$ cat config.mk
export PLATFORM = sky130hd
export DESIGN_NAME = imem_loader
export DESIGN_NICKNAME = d
export VERILOG_FILES = /design/src/rtl/imem_loader.sv
export SDC_FILE = /design/constraint.sdc
export NUM_CORES = 1
export LEC_CHECK = 0
export ABC_AREA = 1
export CAP_MARGIN = 30
export CORE_UTILIZATION = 66
export DETAILED_ROUTE_END_ITERATION = 7
export DONT_BUFFER_PORTS = 1
export PLACE_DENSITY_LB_ADDON = 0.05
export SETUP_SLACK_MARGIN = 0.3
export SYNTH_ARGS = -nofsm -noshare
export SYNTH_HDL_FRONTEND = slang
export SYNTH_SLANG_ARGS = --single-unit
export TNS_END_PERCENT = 50
$ cat constraint.sdc
create_clock -name clock -period 4.4 [get_ports clock]
set_clock_uncertainty 0.15 [all_clocks]
set_input_delay 0.66 -clock clock [delete_from_list [all_inputs] [get_ports clock]]
set_output_delay 0.66 -clock clock [all_outputs]
set_load 0.02 [all_outputs]
$ cat src/rtl/imem_loader.sv
// Serial program loader: receives a length byte, 4-byte big-endian words and an XOR checksum,
// writes each word to instruction memory and holds the CPU until the load completes.
//
// Ports:
//   clock, reset            rising-edge clock, synchronous active-high reset
//   start                   begin a load (taken in IDLE only)
//   byte_in, byte_valid     serial byte stream, transfers when byte_ready is also high
//   byte_ready              loader accepts a byte this cycle
//   wr_en, wr_addr, wr_data instruction memory write port, one strobe per word
//   cpu_hold                freezes PC and pipeline while not idle
//   done                    one-cycle completion pulse
//   err                     checksum mismatch, sticky until the next start
module imem_loader #(
    parameter int ADDR_W = 8
) (
    input  logic              clock,
    input  logic              reset,
    input  logic              start,
    input  logic [7:0]        byte_in,
    input  logic              byte_valid,
    output logic              byte_ready,
    output logic              wr_en,
    output logic [ADDR_W-1:0] wr_addr,
    output logic [31:0]       wr_data,
    output logic              cpu_hold,
    output logic              done,
    output logic              err
);

    typedef enum logic [2:0] {
        IDLE,
        LEN,
        DATA,
        WRITE,
        CHK,
        DONE
    } state_t;

    state_t            state;
    logic [1:0]        cnt;
    logic [7:0]        acc;
    logic [ADDR_W-1:0] last;
    logic              xfer;

    assign xfer = byte_valid && byte_ready;

    // Outputs are registered alongside the state so each one always
    // reflects the state being entered on this edge.
    always_ff @(posedge clock) begin
        if (reset) begin
            state      <= IDLE;
            cnt        <= 2'd0;
            acc        <= 8'd0;
            last       <= '0;
            byte_ready <= 1'b0;
            wr_en      <= 1'b0;
            wr_addr    <= '0;
            wr_data    <= 32'd0;
            cpu_hold   <= 1'b0;
            done       <= 1'b0;
            err        <= 1'b0;
        end else begin
            unique case (state)
                IDLE: begin
                    if (start) begin
                        state      <= LEN;
                        err        <= 1'b0;
                        cnt        <= 2'd0;
                        wr_addr    <= '0;
                        acc        <= 8'd0;
                        byte_ready <= 1'b1;
                        cpu_hold   <= 1'b1;
                    end
                end
                LEN: begin
                    if (xfer) begin
                        // Length byte encodes N-1, which is the last address.
                        last  <= ADDR_W'(byte_in);
                        state <= DATA;
                    end
                end
                DATA: begin
                    if (xfer) begin
                        wr_data <= {wr_data[23:0], byte_in};
                        acc     <= acc ^ byte_in;
                        cnt     <= cnt + 2'd1;
                        if (cnt == 2'd3) begin
                            state      <= WRITE;
                            byte_ready <= 1'b0;
                            wr_en      <= 1'b1;
                        end
                    end
                end
                WRITE: begin
                    wr_en      <= 1'b0;
                    byte_ready <= 1'b1;
                    // Compare before incrementing so a full-depth load
                    // stops at the top address instead of wrapping.
                    if (wr_addr == last) begin
                        state <= CHK;
                    end else begin
                        wr_addr <= wr_addr + ADDR_W'(1);
                        cnt     <= 2'd0;
                        state   <= DATA;
                    end
                end
                CHK: begin
                    if (xfer) begin
                        err        <= (byte_in != acc);
                        byte_ready <= 1'b0;
                        done       <= 1'b1;
                        state      <= DONE;
                    end
                end
                DONE: begin
                    done     <= 1'b0;
                    cpu_hold <= 1'b0;
                    state    <= IDLE;
                end
                default: begin
                    state <= IDLE;
                end
            endcase
        end
    end

endmodule
==> flow_metrics.tcl <==
set metrics [dict create \
    dieArea_um2 5028 \
    synthTopCellsByArea "dfxtp_1, nand2_1, a21oi_1" \
    status "finished with violations" \
    ant_nets 0 \
    syn_to_final_growth_pct 3.673 \
    via_count 2713 \
    stdcell_count 477 \
    dieHeight_um 70.91 \
    cts_resized 0 \
    drive_gt1_frac 0.09882 \
    ys_top_cells_by_count "nand2_1, dfxtp_1, a21oi_1" \
    fmax_ghz 0.4266 \
    rr_startpoint "byte_ready" \
    viasPerCell 5.688 \
    grt_max_degree 49 \
    yosys.area.top_type "dfxtp_1" \
    crit_path_end "acc[3]" \
    rows 24 \
    synth.most_common_cell "nand2_1" \
    ys.flop_type "dfxtp_1" \
    nets 434 \
    yosys_warnings 0 \
    worst_slew_pin_slew_ns 0.5817 \
    dp_hpwl_mm 4.594 \
    synthArstFlopShare 0 \
    hold_buffers 0 \
    synth_edf_count 0 \
    clkTransAtPathRegs_ns 0.07 \
    grt_pass1_vias 2350 \
    final.setup.tns_ns 0 \
    leakagePower_nw 1.230 \
    final_hold_viol_count 0 \
    pin_count 57 \
    core-area_um2 4444 \
    antenna_found_initial 0 \
    hold_slack_ns 0.2224 \
    wl_mm 6.898 \
    gp_congestion 0.8165 \
    fin_crit_sh 0.5328 \
    cts_tree "built" \
    ys_seq_area_frac 0.4216 \
    slew_headroom 0.6117 \
    yosysTopAreaCellShare 0.4216 \
    period_needed_ns 2.344 \
    cts_buffers 9 \
    cts_setup_buffers 0 \
    end_kind "register" \
    initial_core_util 0.7052 \
    timing.rr.end "acc[3]" \
    clk-insertion-delay-late_ns 0.34 \
    io_buffers 0 \
    drv_cap 0 \
    fp.dieW_um 70.91 \
    startpoint_type "register" \
    remaining_drc_errors 3 \
    netlist_area_um2 3134 \
    cp-startpoint "byte_ready" \
    rsz0062_at_grt "false" \
    design_area_um2 3249 \
    cts.sinks 66 \
    cts_root_buffer "clkbuf_8" \
    cp_data_arrival_time_ns 2.43 \
    critical_path_class "register to register" \
    synth.distinct_cells 33 \
    min_path_type "input port to register" \
    ys_ff_latch 66 \
    track_usage 0.2815 \
    overflow 0 \
    drv_slew 0 \
    syn_avg_cell_area_um2 7.272 \
    h-tree-depth 3 \
    placed_cell_area_um2 3045 \
    synth_cells 431 \
    worstPathRequired_ns 4.49 \
    vdd_drop_max_mv 0.3203 \
    drt_iter0_drc 170 \
    setup_viol 0 \
    syn-num-nets 445 \
    ff2ff_path_depth 7 \
    violations "design-rule violations" \
    worstPathMaxFanout 36 \
    antenna-diode-count 0 \
    wire_per_inst_um 14.46 \
    cts_max_path_buffers 2 \
    p_per_area_nw_per_um2 526.0 \
    drtPass1Iterations 8 \
    dp.cells 461 \
    grt_first_pass_wirelength_mm 11.01 \
    r2r_slack_ns 2.06 \
]
==> report_power, final <==
group          leakage (nW)  total, mW  internal (mW)  switching, mW
registers             0.535      0.736          0.658         0.0778
logic                 0.590      0.453          0.152          0.301
clock network         0.105      0.520          0.289          0.231
total                  1.23       1.71           1.10          0.610
==> cells in the final DEF, fill, tap and decap left out, drive strengths merged, types with 2 or more instances in the layout <==
master	n
dfxtp	66
nor3	4
clkinv	3
nor2	34
nand3	53
ha	2
nand2	108
inv	35
xnor2	5
a21oi	59
o21ai	27
nand4	3
nor3b	3
clkbuf	11
xor2	5
==> logic make-up after synthesis <==
family	share of synthesized area
AO/OA/AOI/OAI	0.1469
XOR/XNOR	0.02794
adder cells (fa/ha/maj)	0.007983
buffers and inverters	0.09182
flip-flops	0.4216
AND/OR/NAND/NOR	0.3038
==> worst max-delay path: stages, from the launching register on <==
cell and delay [ns]:
dfxtp_1 0.49, nand2_1 0.18, inv_2 0.47, nand2_4 0.33, nand2_2 0.32, o21ai_0 0.14
o21ai_1 0.09, nor2_1 0.05
==> sequential cells by signal (all words and copies together), names as in the netlist <==
register,count
cpu_hold,1
wr_en,1
state,3
byte_ready,1
done,1
wr_addr,8
last,8
acc,8
cnt,2
err,1
wr_data,32
==> final cells by class <==
| type | instances | area [um^2] |
|---|---|---|
| clock inverters | 5 | 52.55 |
| inverters | 35 | 133.9 |
| fillers | 363 | 1195 |
| flip-flops and latches | 66 | 1321 |
| well taps | 52 | 65.06 |
| clock buffers | 11 | 151.4 |
| multi-input cells | 308 | 1525 |
==> worst min-delay path by stage <==
| stage | from | to | slack (ns) | depth (start not counted) |
|---|---|---|---|---|
| after CTS | reset | wr_data[19] | 0.22 | 1 |
| final | reset | wr_data[27] | 0.22 | 1 |
| after detailed placement | last[4] | last[4] | 0.32 | 2 |
| after global routing | reset | wr_data[3] | 0.22 | 1 |
| after global placement | last[4] | last[4] | 0.31 | 2 |
| after floorplan | last[7] | last[7] | 0.29 | 2 |
==> routing by layer <==
layer,global-route usage,part of all wire,wire length (um)
met3,0.09972,0.066,452
met5,0,0,0
met4,0.1400,0.018,121
met2,0.4498,0.48,3310
met1,0.3373,0.44,3013
==> through the flow <==
step	setup WS, ns	power [mW]	utilization
4_1_cts	2.077	1.713	0.7311
3_3_place_gp	2.019	1.184	0.6852
2_1_floorplan	2.777	1.157	-
3_5_place_dp	1.998	1.197	0.6852
5_1_grt	1.786	1.807	0.7311
6_report	2.056	1.709	0.7311
No activity file was read; power rests on OpenSTA's default activity.
